==> config.mk <==
export PLATFORM = sky130hd
export DESIGN_NAME = commit_ctrl
export DESIGN_NICKNAME = d
export VERILOG_FILES = /design/src/rtl/commit_ctrl.sv
export SDC_FILE = /design/constraint.sdc
export NUM_CORES = 1
export LEC_CHECK = 0
export BUFFER_PORTS_ARGS = -buffer_cell sky130_fd_sc_hd__buf_2
export CAP_MARGIN = 0
export CORE_AREA = 8 8 295 297
export DETAILED_ROUTE_END_ITERATION = 6
export DIE_AREA = 0 0 303 305
export PLACE_DENSITY = 0.3
export SLEW_MARGIN = 20
export SYNTH_ARGS = -nofsm -noshare
export SYNTH_HDL_FRONTEND = slang
export SYNTH_SLANG_ARGS = --single-unit
==> constraint.sdc <==
create_clock -name clk_i -period 2.9 [get_ports clk_i]
set_input_delay 0.29 -clock clk_i [delete_from_list [all_inputs] [get_ports clk_i]]
set_output_delay 0.29 -clock clk_i [all_outputs]
set_load 0.05 [all_outputs]
==> src/rtl/commit_ctrl.sv <==
// Commit stage controller: retires scoreboard head entries, sequences store commits
// and captures exceptions. Define COMMIT_INSTRET_CNT_EN to build the retired-instruction counter.
package commit_ctrl_pkg;
   localparam int unsigned NR_COMMIT_PORTS = 2;
   localparam int unsigned REG_ADDR_SIZE   = 5;

   typedef enum logic [2:0] {
      FU_NONE, FU_ALU, FU_MULT, FU_LOAD, FU_STORE, FU_BRANCH, FU_CSR, FU_FPU
   } fu_t;

   typedef struct packed {
      logic [63:0] cause;
      logic [63:0] tval;
      logic        valid;
   } exception_t;

   typedef struct packed {
      logic                     valid;
      fu_t                      fu;
      logic [7:0]               op;
      logic [REG_ADDR_SIZE-1:0] rd;
      logic [63:0]              result;
      exception_t               ex;
   } scoreboard_entry_t;

   // Opcodes with the top bit set produce a floating-point destination.
   function automatic logic is_rd_fpr(input logic [7:0] op);
      return op[7];
   endfunction
endpackage

// state   | meaning
// IDLE    | retiring head entries, issuing store commit requests
// ST_WAIT | store accepted by store buffer, waiting for completion
// EXC     | exception reported, commits blocked until flush
module commit_ctrl
   import commit_ctrl_pkg::*;
(
   input  logic                                            clk_i,
   input  logic                                            rst_ni,
   input  logic                                            halt_i,
   input  logic                                            flush_i,
   input  scoreboard_entry_t [NR_COMMIT_PORTS-1:0]         commit_instr_i,
   output logic [NR_COMMIT_PORTS-1:0]                      commit_ack_o,
   output logic [NR_COMMIT_PORTS-1:0][REG_ADDR_SIZE-1:0]   waddr_o,
   output logic [NR_COMMIT_PORTS-1:0][63:0]                wdata_o,
   output logic [NR_COMMIT_PORTS-1:0]                      we_gpr_o,
   output logic [NR_COMMIT_PORTS-1:0]                      we_fpr_o,
   output logic                                            commit_lsu_o,
   input  logic                                            commit_lsu_ready_i,
   input  logic                                            commit_lsu_done_i,
   output exception_t                                      exception_o,
   output logic [63:0]                                     instret_o
);
   typedef enum logic [1:0] {IDLE, ST_WAIT, EXC} state_t;

   state_t     r_state, w_state_nxt;
   exception_t r_exception;
   logic       w_exc_capture;
   logic [NR_COMMIT_PORTS-1:0] w_ack, w_we_gpr, w_we_fpr;
   logic       w_lsu;
   logic       w_unused;

   function automatic logic wr_fpr(input scoreboard_entry_t e);
      return (e.fu != FU_STORE) && (e.fu != FU_BRANCH) && is_rd_fpr(e.op);
   endfunction

   // A branch without rd has rd 0, so the rd check also covers it.
   function automatic logic wr_gpr(input scoreboard_entry_t e);
      return (e.fu != FU_STORE) && !wr_fpr(e) && (e.rd != '0);
   endfunction

   always_comb begin
      for (int i = 0; i < NR_COMMIT_PORTS; i++) begin
         waddr_o[i] = commit_instr_i[i].rd;
         wdata_o[i] = commit_instr_i[i].result;
      end
   end

   always_ff @(posedge clk_i or negedge rst_ni) begin
      if (!rst_ni) r_state <= IDLE;
      else         r_state <= w_state_nxt;
   end

   always_comb begin
      w_state_nxt   = r_state;
      w_ack         = '0;
      w_we_gpr      = '0;
      w_we_fpr      = '0;
      w_lsu         = 1'b0;
      w_exc_capture = 1'b0;
      case (r_state)
         IDLE: begin
            if (!flush_i && !halt_i && commit_instr_i[0].valid) begin
               if (commit_instr_i[0].ex.valid) begin
                  w_ack[0]      = 1'b1;
                  w_exc_capture = 1'b1;
                  w_state_nxt   = EXC;
               end else if (commit_instr_i[0].fu == FU_STORE) begin
                  w_lsu = 1'b1;
                  if (commit_lsu_ready_i) w_state_nxt = ST_WAIT;
               end else begin
                  w_ack[0]    = 1'b1;
                  w_we_gpr[0] = wr_gpr(commit_instr_i[0]);
                  w_we_fpr[0] = wr_fpr(commit_instr_i[0]);
                  if (commit_instr_i[1].valid && !commit_instr_i[1].ex.valid &&
                      (commit_instr_i[1].fu == FU_ALU || commit_instr_i[1].fu == FU_MULT)) begin
                     w_ack[1]    = 1'b1;
                     w_we_gpr[1] = wr_gpr(commit_instr_i[1]);
                     w_we_fpr[1] = wr_fpr(commit_instr_i[1]);
                  end
               end
            end
         end
         ST_WAIT: begin
            if (flush_i) begin
               w_state_nxt = IDLE;
            end else if (commit_lsu_done_i) begin
               w_ack[0]    = 1'b1;
               w_state_nxt = IDLE;
            end
         end
         EXC: begin
            if (flush_i) w_state_nxt = IDLE;
         end
         default: w_state_nxt = IDLE;
      endcase
   end

   // Outputs are held low while reset is applied, independent of the inputs.
   assign commit_ack_o = rst_ni ? w_ack    : '0;
   assign we_gpr_o     = rst_ni ? w_we_gpr : '0;
   assign we_fpr_o     = rst_ni ? w_we_fpr : '0;
   assign commit_lsu_o = rst_ni & w_lsu;

   always_ff @(posedge clk_i or negedge rst_ni) begin
      if (!rst_ni) begin
         r_exception <= '0;
      end else if (w_exc_capture) begin
         r_exception       <= commit_instr_i[0].ex;
         r_exception.valid <= 1'b1;
      end else begin
         r_exception.valid <= 1'b0;
      end
   end

   assign exception_o = r_exception;

`ifdef COMMIT_INSTRET_CNT_EN
   logic [63:0] r_instret;
   logic [63:0] w_retired;

   // The excepting instruction is acked but does not retire.
   assign w_retired = {63'd0, w_ack[0] & ~w_exc_capture} + {63'd0, w_ack[1]};

   always_ff @(posedge clk_i or negedge rst_ni) begin
      if (!rst_ni) r_instret <= '0;
      else         r_instret <= r_instret + w_retired;
   end

   assign instret_o = r_instret;
`else
   assign instret_o = '0;
`endif

   assign w_unused = ^{commit_instr_i[1].ex.cause, commit_instr_i[1].ex.tval};
endmodule

; Word-level counts from Yosys, hierarchy flattened
; Index checks and enable logic that the tools add are counted.
[classes]
eq_ne = 14
bitwise_logic = 1
reduce_logical = 22
muxes = 38
[ops]
columns = cell, count
row1 = 2-bit 2-to-1 mux, 20
row2 = "3-bit != test, second input constant", 7
row3 = 1-bit 2-to-1 mux, 16
row4 = 1-bit logical AND, 12
row5 = 5-bit nonzero test, 2
row6 = 2-bit one-hot mux with 3 select lines, 1
row7 = 1-bit zero test, 5
row8 = 5-bit AND reduction, 1
row9 = "2-bit != test, second input constant", 2
row10 = "3-bit by 1-bit == test with 1-bit output, second input constant", 1
row11 = "3-bit by 2-bit == test with 1-bit output, second input constant", 1
row12 = "3-bit == test, second input constant", 1
row13 = "2-bit by 1-bit == test with 1-bit output, second input constant", 1
row14 = "2-bit == test, second input constant", 1
row15 = 2-bit zero test, 1
row16 = 1-bit one-hot mux with 2 select lines, 1
row17 = 1-bit bitwise AND, 1
row18 = 1-bit logical OR, 1
[word_totals]
register_bits = 131
inputBits = 426
elab_cells = 79
output_inout_bits = 338

; Depth between registers and ports, before layout
; Gate-level depths: netlist of run 1.
[depth]
depth_word = 12
depth_mapped = 7

; Worst setup path after synthesis of run 1
; No wires, ideal clock.
[synth_path]
path_type = flip-flop to output port
start = reg r_state[1]
end = out we_gpr_o[0]
stages_incl_launch_ff = 5
n_path_buf = 0
setup_slack_ps = 267
t_arrival_ps = 2343
cell_sequence = dfrtp_1 nor2_2 and4bb_4 nand2_1 nor4_1
[synth_via]
elab_chain_cells = 3
[synth_rtl]
columns = item, line_no
row1 = from (decl), 57  ; state_t r_state, w_state_nxt;
row2 = from (signal assigned), 82  ; else r_state <= w_state_nxt;
row3 = 2-bit zero test, 92  ; case (r_state)
row4 = 2-bit 2-to-1 mux, 92
row5 = 2-bit 2-to-1 mux, 132  ; assign we_gpr_o = rst_ni ? w_we_gpr : '0;
row6 = to (decl), 47  ; output logic [NR_COMMIT_PORTS-1:0] we_gpr_o,
; Every way passes these cells.

; Worst setup path in the final report of run 1
[layout_path]
start = reg r_state[1]
end = out we_gpr_o[1]
; Same word-level chain as after synthesis.

==> results summary, run 1 <==
The run finished with clean final reports. The post-placement setup slack is 0.7322 ns. The remaining number of nets flagged by the antenna check after routing came out at 0. The maximum fanout count along the critical path came out at 5. The horizontal die dimension came out at 303 µm. In the routed design, unresolved DRC markers number 0.

The headroom to the max-slew limit is 56.82%. The number of setup violations in the final report came out at 0. Summed over all nets, the half-perimeter wirelength after detailed placement is 20980 µm.

Across the run, the number of max-cap violations was 0. The count of cells along the worst hold path came out at 2. The area growth from synthesis to layout is 47.26%.

Power spread over the standard cell area amounts to 779.7 mW/mm². The maximum number of pins on one net before global-route repair is 47. The transition time at the pin with the least slew margin is 0.6478 ns. The number of distinct library cell variants in the gate-level netlist after synthesis is 27. Summed over all cells, the static leakage comes to 4.784 nW.

The setup fix buffers added after clock tree synthesis came out at 0. The area of combinational cells with multiple inputs came out at 0.002248 mm². The worst setup path is of the flip-flop to primary output kind. The delay of the slowest cell on the worst path came out at 0.39 ns.

The cell sitting at the root of the clock tree is a sky130_fd_sc_hd__clkbuf_16. The post-synthesis instance area came out at 0.007072 mm². The number of global-route vias before repair is 5455. The final clock period utilization by the worst path is 82.92%. Synthesis handed over a netlist of 509 instances. In this run the tool buffered the top-level ports with 301 buffer cells.

The final hold violation count is 0. During synthesis, Yosys emitted a total of 0 warnings. Routability-driven placement finished with a final weighted congestion of 0.6568.

The first detailed-routing pass ran for 4 iterations. The share of synthesized area occupied by flip-flops and latches came out at 46.36%. The worst register-to-register path begins at r_state[1]$_DFFE_PN0P_. The critical-path cell with the highest stage delay is sky130_fd_sc_hd__dfrtp_1. The synthesized area divided by synthesized cell count came out at 13.89 µm².

The data arrival time of the critical path is 2.11 ns. The initial DRC count is 124. The top achievable clock speed came out at 0.4159 GHz. The routed via count is 4723. The number of flip-flops and latches in the synthesized netlist came out at 131.

The number of cells on the worst reg-to-reg path is 5. The die covers 0.09242 mm². From bottom edge to top edge, the die measures 305 µm.

The initial core utilization is 8.559%. The number of filler instances in the final layout came out at 9394. Total power for the finished layout comes to 8.120 mW. The startpoint identified for the worst hold timing path is commit_instr_i[91]. The number of nets in the layout is 1241. The total global-route track usage came out at 5.697%. The antenna diode count is 0.

The post-route netlist has 57.73% of its cells at a drive strength greater than 1. During I/O placement, the number of pins put on the boundary was 764. STA classifies the critical path endpoint as a primary output. The critical path goes through nor2_2 > and4bb_4 > nand4_1 > nor3_1 > buf_2.

The first-pass GRT wire length is 37380 µm. After global routing the overflow that remains totals 0. The clock sink total is 131. The core outline area came out at 0.08263 mm². TritonCTS built the clock tree.

The source of the critical timing path is r_state[1]$_DFFE_PN0P_. For the worst setup path, the data required time is 2.61 ns. The cell total after placement came out at 1749.

The clock-pin transition on the worst setup and hold timing paths came out at 0.07 ns. The mean number of vias per cell is 2.475. The worst-case IR drop observed on VDD is 440.5 µV.

The number of cells in the finished layout apart from fillers came out at 1908. After layout, the minimum clock period comes to 2.405 ns. The maximum count of clock buffers along a single path came out at 2. The number of clock buffers added by TritonCTS is 17. The minimum setup slack in the final design is 0.4953 ns. The H-tree was split into 4 levels. The worst setup path is launched from a flip-flop.

The cell row count came out at 106. The source-to-sink clock delay at the later pin of the worst-skew pair is 0.47 ns. Measured on the finished design, the core utilization comes to 12.60%.

Summed over all failing endpoints, the final setup total negative slack is 0 ns. The number of pins exceeding their max-slew limit in the final report is 0. The register cell area after layout is 0.003278 mm². Setup repair after global routing left no endpoint under its margin.

Dividing the detail-routed wire length by the instance count gives 13.99 µm. The initial antenna violation count is 4. The classification of the worst-slack hold path is primary input to flip-flop. The total routed wirelength came out at 26690 µm. Clock skew on the completed layout was measured at 0.01469 ns.
-- layout make-up --
| class | count | area share, % |
|---|---|---|
| clock buffers | 17 | 4.085 |
| repair buffers | 441 | 28.03 |
| well taps | 1080 | 12.98 |
| clock inverters | 15 | 1.730 |
| flip-flops and latches | 131 | 31.48 |
| inverters | 3 | 0.1081 |
| multi-input cells | 221 | 21.59 |
-- repair_timing --
| item | in CTS | in global routing |
|---|---|---|
| hold buffers | 127 | 0 |
| endpoints found under the hold margin | 210 | 0 |
| resized for setup | 0 | 0 |
-- state kept, by name (all words and copies together), names as in the netlist --
name	cells
exception_o	129
r_state	2
-- synth_stat cells --
cell / number / area [µm²]
sky130_fd_sc_hd__buf_4: 205 / 1539
sky130_fd_sc_hd__inv_1: 3 / 11.26
sky130_fd_sc_hd__a32oi_1: 1 / 8.760
sky130_fd_sc_hd__buf_6: 1 / 11.26
sky130_fd_sc_hd__mux2_4: 100 / 1501
sky130_fd_sc_hd__xnor2_1: 1 / 8.760
sky130_fd_sc_hd__buf_12: 11 / 220.2
sky130_fd_sc_hd__o22ai_1: 1 / 6.260
sky130_fd_sc_hd__nand2_1: 3 / 11.26
sky130_fd_sc_hd__conb_1: 1 / 3.750
sky130_fd_sc_hd__and4bb_4: 1 / 16.27
sky130_fd_sc_hd__or2_2: 1 / 6.260
sky130_fd_sc_hd__nand4_1: 1 / 6.260
sky130_fd_sc_hd__nor2_1: 3 / 11.26
sky130_fd_sc_hd__dfrtp_1: 131 / 3278
sky130_fd_sc_hd__nor4_1: 1 / 6.260
sky130_fd_sc_hd__nor2_2: 1 / 6.260
sky130_fd_sc_hd__or4_1: 2 / 15.01
sky130_fd_sc_hd__and2_4: 1 / 8.760
sky130_fd_sc_hd__nor2b_1: 1 / 6.260
sky130_fd_sc_hd__mux2i_1: 1 / 10.01
sky130_fd_sc_hd__nand2b_1: 2 / 12.51
sky130_fd_sc_hd__o21ai_0: 2 / 10.01
sky130_fd_sc_hd__nor3b_1: 3 / 22.52
sky130_fd_sc_hd__mux2_2: 28 / 315.3
sky130_fd_sc_hd__nor3_1: 2 / 10.01
sky130_fd_sc_hd__nor4b_1: 1 / 8.760
-- critical path: cells and delay by family, from the launching register on --
kind	cells	cell delay, ns
buffers and inverters	1	0.29
AND/OR/NAND/NOR	4	0.97
flip-flops	1	0.39
-- final timing paths --
check                      slack, ns                           to
max in group asynchronous       1.22  exception_o[68]$_DFFE_PN0P_
max                             0.50                  we_gpr_o[1]
min reg2reg                     0.50  exception_o[57]$_DFFE_PN0P_
min                             0.07  exception_o[91]$_DFFE_PN0P_
min in group asynchronous       0.48  exception_o[56]$_DFFE_PN0P_
max reg2reg                     0.78  exception_o[70]$_DFFE_PN0P_
-- metal layers --
metal | wire length, µm | track usage, % | share of wire, % | vias up
li1 | - | - | - | 2039
met1 | 10100 | 5.856 | 38 | 2191
met2 | 10880 | 7.860 | 41 | 397
met3 | 4219 | 4.090 | 16 | 94
met4 | 1399 | 4.199 | 5.2 | 2
met5 | 95 | 0.9735 | 0.36 | -
-- kinds of logic (layout without fill, tap and decap cells) --
| family | count (synthesis) | in the layout | share of synthesized area [%] |
|---|---|---|---|
| other | 1 | 64 | 0.05303 |
| multiplexers | 129 | 129 | 25.83 |
| flip-flops | 131 | 131 | 46.36 |
| buffers and inverters | 220 | 476 | 25.19 |
| AND/OR/NAND/NOR | 23 | 23 | 2.088 |
| XOR/XNOR | 1 | 1 | 0.1239 |
| AO/OA/AOI/OAI | 4 | 4 | 0.3539 |
-- through the flow --
step / hold slack (ns) / area [µm²]
floorplan: -0.005591 / 7308
detailed placement: 0.4375 / 8537
global placement: 0.4381 / 8537
finish: 0.06996 / 10410
CTS: 0.0002418 / 10410
global route: 0.02661 / 10410
-- report_power, final --
| group | internal [mW] | switching [mW] |
|---|---|---|
| clock network | 1.35 | 0.980 |
| registers | 2.26 | 0.228 |
| logic | 1.00 | 2.29 |
-- layout by cell type (no fill, tap or decap), drive strengths merged, types with 2 or more instances in the layout --
master | Yosys | final
buf | 217 | 314
bufinv | 0 | 3
clkbuf | 0 | 17
clkinv | 0 | 6
clkinvlp | 0 | 3
conb | 1 | 64
dfrtp | 131 | 131
dlygate4sd3 | 0 | 127
inv | 3 | 6
mux2 | 128 | 128
nand2 | 3 | 3
nand2b | 2 | 2
nor2 | 4 | 4
nor3 | 2 | 2
nor3b | 3 | 3
o21ai | 2 | 2
or4 | 2 | 2
Note: power is estimated with default switching activity, not from simulation.
==> run 2: changes to the inputs <==
- CORE_AREA: 8 8 295 297 -> 8 8 294 296
- DIE_AREA: 0 0 303 305 -> 0 0 302 304
- clock period: 2.9 -> 2.1 ns (I/O delays scaled with it)
==> results summary, run 2 (synthesis results as in run 1) <==
The run finished with clean final reports. The repair_antennas step left the layout with diodes totalling 0. The share of total power in sequential cells is 29.8%.

TritonCTS built the clock tree. For met2 alone, demand over resource in global routing was 8.592%. The worst reg-to-reg setup slack came out at 0.14 ns. The final layout contains routed wiring with a total length of 29660 µm. In this run the most critical hold path is launched from flush_i. The leakage power of the design is 4.866 nW.

The final core utilization came out at 13.05%. For this design the total switching power over the nets is 4.860 mW. The DRC violation count after routing came out at 0. The number of port buffers came out at 301. The internal power of the cells totals 6.648 mW. The required time of the worst setup path is 1.89 ns.

The share of total power consumed by net switching came out at 42.24%. The number of pins exceeding their max-slew limit in the final report came out at 0. The global-route congestion overflow total is 0. The power density over cell area came out at 1081 mW/mm². For the worst-skew pair, the clock arrives at the later sink with an insertion delay of 0.48 ns. The final hold violation count is 0. The number of buffers inserted during clock tree synthesis came out at 17. In the layout the commonest cells are sky130_fd_sc_hd__buf_2 (294), sky130_fd_sc_hd__dfrtp_1 (131), sky130_fd_sc_hd__dlygate4sd3_1 (131). Entering global routing, the biggest net connects 110 pins. The horizontal die dimension came out at 302 µm. The average detailed-routed wire length per instance is 15.59 µm. The vertical die dimension is 304 µm. The worst setup path is launched from a flip-flop. Compared with the post-synthesis result, the final layout area differs by 50.57%. Clock tree synthesis selected as its root buffer the cell sky130_fd_sc_hd__clkbuf_16. The maximum fanout count along the critical path is 5. Cells with a size suffix above 1 make up 58.22% of the layout. In this run, the number of DRC markers left after iteration 0 of detailed routing was 150. The number of nets in the layout came out at 1246. The final RePlAce weighted congestion came out at 0.6726. The count of TritonRoute iterations in the first routing pass came out at 3. For the worst setup path, the data arrival time is 1.89 ns. In this run the critical register-to-register path is launched from r_state[1]$_DFFE_PN0P_. The number of global-route vias before repair came out at 5498. The clock network accounts for 29.9% of the total power. For hold timing, the worst endpoint is r_state[1]$_DFFE_PN0P_. The floorplan has 105 rows. The global-route track usage on met1 is 6.564%. The number of max-cap violations is 0.

The classification of the worst setup path is flip-flop to primary output. In the global route stage, overall resource usage came out at 6.368%. The peak ir drop on the vdd network is 618.5 µV.

The global-route layer with the greatest usage is met2. The mean number of vias per cell is 2.515. Counting instances, the worst hold path has a depth of 3. The detail route stage leaves a number of antenna-violating nets equal to 0. The initial antenna violation count is 0.

The power consumption came out at 11.51 mW. 764 I/O pins were placed. The number of levels the H-tree was split into is 4. The library cell used most frequently in the layout, excluding fill and tap cells, is sky130_fd_sc_hd__buf_2. The number of setup violations in the final report is 0.

The final clock period utilization by the worst path came out at 99.96%. The top achievable clock speed came out at 0.4764 GHz. For the final database, setup skew stands at 0.01430 ns.

The kind of end point of the critical path is a primary output. The clock passes through at most 2 buffers. The proportion of power drawn by combinational gates came out at 40.3%. The first-pass GRT wire length is 40830 µm. The post-detailed-placement half-perimeter wirelength came out at 23040 µm. Global routing used 5.674% of the available met3 tracks. In this run the worst hold path is classified as primary input to flip-flop. The core outline area came out at 0.08158 mm². Clock-pin slew was measured on the worst setup and hold paths at 0.06 ns. The die covers 0.09181 mm². Setup repair after global routing could not meet its margin everywhere.

The clock drives 131 sinks. The length in cells of the worst reg-to-reg path came out at 7. Measured against its own limit, the worst slew margin works out to 55.82%. The flip-flop count of the largest register, all copies and words added is 129. At the pin with the least slew margin, the transition time is 0.6627 ns. The routed via count came out at 4786.

The number of filler instances in the final layout came out at 9197. The worst path in the final design needs a cycle of 2.099 ns, including I/O delays and setup. The initial core utilization is 8.668%. The worst register-to-register path ends at exception_o[102]$_DFFE_PN0P_.
run 2: metal layers:
metal  vias to the layer above  routed length (µm)
li1                       2054                   -
met1                      2222               11130
met2                       419               11810
met3                        87                5253
met4                         4                1285
met5                         -                 179
run 2: timing repair:
action,4_1_cts,5_1_grt
endpoints found under the hold margin,260,0
setup endpoints to repair,6,5
hold buffers,131,0
resized for setup,13,1
pin swaps,5,3
buffers inserted,2,1
run 2: per-stage QoR:
stage	instance area [µm²]	setup WS [ns]	hold slack, ns	TNS (ns)	std cells
final	10650	0.0007900	0.1575	0	1903
after global routing	10650	-0.1786	0.1546	-0.5573	1903
after CTS	10640	-0.06530	0.08103	-0.1952	1902
after detailed placement	8621	0.1529	0.06497	0	1737
after global placement	8621	0.1526	0.06367	0	1737
after floorplan	7330	0.09710	-0.08559	0	572
run 2: worst max-delay path by stage:
| stage | from | to | cells after the start |
|---|---|---|---|
| after floorplan | r_state[1]$_DFFE_PN0P_ | we_gpr_o[0] | 4 |
| after global placement | r_state[1]$_DFFE_PN0P_ | exception_o[126]$_DFFE_PN0P_ | 6 |
| after detailed placement | r_state[1]$_DFFE_PN0P_ | exception_o[126]$_DFFE_PN0P_ | 6 |
| after CTS | r_state[1]$_DFFE_PN0P_ | we_fpr_o[0] | 5 |
| after global routing | r_state[1]$_DFFE_PN0P_ | we_fpr_o[1] | 5 |
| final | r_state[1]$_DFFE_PN0P_ | commit_ack_o[1] | 6 |
run 2: worst max-delay path: stages (launching register included):
cell and delay (ns):
sky130_fd_sc_hd__dfrtp_1 0.39, sky130_fd_sc_hd__nor2_2 0.10, sky130_fd_sc_hd__and4bb_4 0.28, sky130_fd_sc_hd__nand4_1 0.20, sky130_fd_sc_hd__buf_4 0.21, sky130_fd_sc_hd__inv_4 0.08
sky130_fd_sc_hd__buf_8 0.15
run 2: area by class of cell:
cell class | instances | area [µm²] | share of cell area (%)
Clock buffer | 22 | 484.2 | 4.548
Clock inverter | 10 | 167.7 | 1.575
Inverter | 3 | 13.76 | 0.1293
Multi-Input combinational cell | 221 | 2281 | 21.42
Sequential cell | 131 | 3278 | 30.79
Tap cell | 1070 | 1339 | 12.57
Timing Repair Buffer | 446 | 3084 | 28.97
run 2: power by group through the flow:
| stage | sequential, mW | combinational [mW] | clock, mW |
|---|---|---|---|
| 5_1_grt | 3.51 | 4.84 | 3.77 |
| 3_3_place_gp | 3.45 | 4.50 | 0 |
| 6_report | 3.43 | 4.64 | 3.45 |
| 3_5_place_dp | 3.46 | 4.48 | 0 |
| 2_1_floorplan | 5.59 | 1.92 | 0 |
| 4_1_cts | 3.43 | 4.70 | 3.69 |
==> run 3: changes to the inputs <==
--- a/config.mk
+++ b/config.mk
@@ -13,2 +13,3 @@
 export PLACE_DENSITY = 0.3
+export REMOVE_ABC_BUFFERS = 1
 export SLEW_MARGIN = 20
--- a/constraint.sdc
+++ b/constraint.sdc
@@ -3,2 +3,2 @@
 set_output_delay 0.21 -clock clk_i [all_outputs]
-set_load 0.05 [all_outputs]
+set_load 0.01 [all_outputs]
==> results summary, run 3 (synthesis results as in run 1) <==
For this run, the slowest stage of the critical path takes 0.41 ns. The top cell types in the final layout, fill and taps aside, are sky130_fd_sc_hd__buf_2 (300), sky130_fd_sc_hd__dfrtp_1 (131), sky130_fd_sc_hd__dlygate4sd3_1 (131). The transition time at the pin with the least slew margin came out at 0.8332 ns. The remaining number of nets flagged by the antenna check after routing is 0. The critical path starts at r_state[0]$_DFFE_PN0P_. The initial utilization of the core area, before any placement, comes to 8.668%. In the final routed layout, each cell accounts on average for 32.12 µm. Data on the critical path is required at its endpoint by 1.89 ns. The DRC violation count after routing is 0. Walking the worst path, the cells encountered are and4bb_4 > nand4_1 > nor3b_1 > buf_2. Hold is met by 0.1787 ns. The clock-pin transition on the worst setup and hold timing paths came out at 0.07 ns. In this run, the number of DRC markers left after iteration 0 of detailed routing was 190. The root cell of the clock tree is sky130_fd_sc_hd__clkbuf_16. The leakage power of the design is 4.852 nW. The worst reg-to-reg setup slack came out at 0.24 ns. The final core utilization came out at 12.96%. The shortest clock period the worst path allows after layout came out at 2.073 ns.

The area growth from synthesis to layout is 49.47%. The final RePlAce weighted congestion came out at 0.7995. The number of port buffers came out at 301.

The die covers 0.09181 mm². The headroom to the max-slew limit came out at 44.45%. The setup TNS after final layout came out at 0 ns.

The first-pass GRT wire length is 73570 µm. The clock sink total came out at 131. TritonCTS built the clock tree. In this run the power density over the cells is 853.1 mW/mm². Leaving out fill and tap cells, the most frequent cell in the layout is sky130_fd_sc_hd__buf_2. The count of TritonRoute iterations in the first routing pass came out at 4. In this run the critical register-to-register path is launched from r_state[0]$_DFFE_PN0P_.

The total routed wirelength is 61420 µm. STA classifies the critical path endpoint as a primary output. Measured in cells, the most critical reg-to-reg path has a length of 5. The classification of the worst-slack hold path is primary input to flip-flop.

The number of global-route vias before repair is 5341. The worst hold path endpoint is r_state[1]$_DFFE_PN0P_. The data arrival time of the critical path is 1.86 ns.

The number of buffers inserted during clock tree synthesis is 17. The routed via count is 4842. The number of nets in the layout came out at 1254. Setup repair after global routing could not meet its margin everywhere. The endpoint identified for the worst register-to-register timing path is exception_o[80]$_DFFE_PN0P_. The final setup skew came out at 0.01387 ns. The maximum number of pins on one net before global-route repair came out at 132. The ratio of cells with drive above 1 in the final layout is 58.15%. The core outline area came out at 0.08158 mm².

In this run the horizontal extent of the chip is 302 µm. The worst hold path begins at flush_i. The final hold violation count is 0. The clock reaches the later pin of the worst-skew pair after 0.47 ns.

Counting instances, the worst hold path has a depth of 3. The peak ir drop on the vdd network came out at 546.1 µV. In this run the worst path has a maximum fanout of 5. After global routing the overflow that remains totals 0. The type of element launching the critical path is a flip-flop. The die is 304 µm tall. The number of top-level pins is 764.

The run finished with clean final reports. The post-detailed-placement half-perimeter wirelength is 55680 µm. The cell row count came out at 105.

The mean number of vias per cell is 2.532. Across the run, the number of max-cap violations was 0. The register with the most flip-flops in the layout has 129 of them. Setup violations remaining at the end of the flow were counted as 0. The maximum count of clock buffers along a single path came out at 2. The H-tree was split into 4 levels. The total global-route track usage is 13.05%. Among all stages on the critical path, the largest delay is contributed by sky130_fd_sc_hd__dfrtp_1. The initial antenna violation count came out at 2. The final clock period utilization by the worst path is 98.73%.

The worst setup path is of the flip-flop to primary output kind. The number of pins exceeding their max-slew limit in the final report was 0. Based on the critical path, the design can be clocked at up to 0.4823 GHz.
[run 3: cell types whose count changed in the layout (fill, tap and decap cells not counted), sizes merged]
cell,previous run,this run
buf,315,323
inv,6,11
bufinv,4,1
clkbuf,22,19
clkinvlp,1,3
clkinv,2,1
diode,0,1
[run 3: routing by layer]
| layer | global-route usage, % | vias up | wire [µm] |
|---|---|---|---|
| met5 | 2.217 | - | 262 |
| met4 | 4.141 | 2 | 1467 |
| met3 | 20.79 | 34 | 21130 |
| met2 | 21.20 | 592 | 28360 |
| met1 | 6.055 | 2151 | 10200 |
| li1 | - | 2063 | - |
[run 3: cell type report]
cell class,instances,area [µm²]
Inverter,3,11.26
Timing Repair Buffer,454,3089
Sequential cell,131,3278
Multi-Input combinational cell,221,2271
Fill cell,9249,71010
Tap cell,1070,1339
Clock inverter,13,136.4
Antenna cell,1,2.502
Clock buffer,19,442.9
[run 3: worst max path at each step]
stage | end | slack [ns] | cells past startpoint
floorplan | exception_o[56]$_DFFE_PN0P_ | -0.57 | 4
global placement | exception_o[82]$_DFFE_PN0P_ | 0.19 | 6
detailed placement | exception_o[80]$_DFFE_PN0P_ | 0.15 | 6
CTS | we_gpr_o[1] | -0.05 | 5
global route | we_gpr_o[1] | -0.1 | 4
finish | we_fpr_o[1] | 0.03 | 4
[run 3: timing repair]
item | CTS | global route
pin swaps | 4 | 1
gates resized for setup | 3 | 1
setup endpoints to repair | 6 | 5
hold endpoints to repair | 247 | 0
buffers inserted | 2 | 1
hold buffers | 131 | 0
[run 3: through the flow]
step / setup WS [ns] / area (µm²) / power (mW) / cells
floorplan: -0.5727 / 5538 / 4.640 / 355
global placement: 0.1911 / 8632 / 5.804 / 1745
detailed placement: 0.1518 / 8632 / 5.794 / 1745
CTS: -0.05449 / 10560 / 9.247 / 1910
global route: -0.09620 / 10570 / 9.564 / 1912
finish: 0.02668 / 10570 / 9.018 / 1912
[run 3: critical path, delay by kind of cell (launching register included)]
| kind | cells | cell delay (ns) |
|---|---|---|
| buf+inv | 1 | 0.16 |
| simple gates | 3 | 0.82 |
| flops | 1 | 0.41 |
[run 3: power by group]
part / total, mW / internal [mW] / switching, mW
Clock: 3.08 / 1.70 / 1.38
Combinational: 2.49 / 1.40 / 1.09
Sequential: 3.44 / 3.12 / 0.324
Total: 9.02 / 6.22 / 2.80
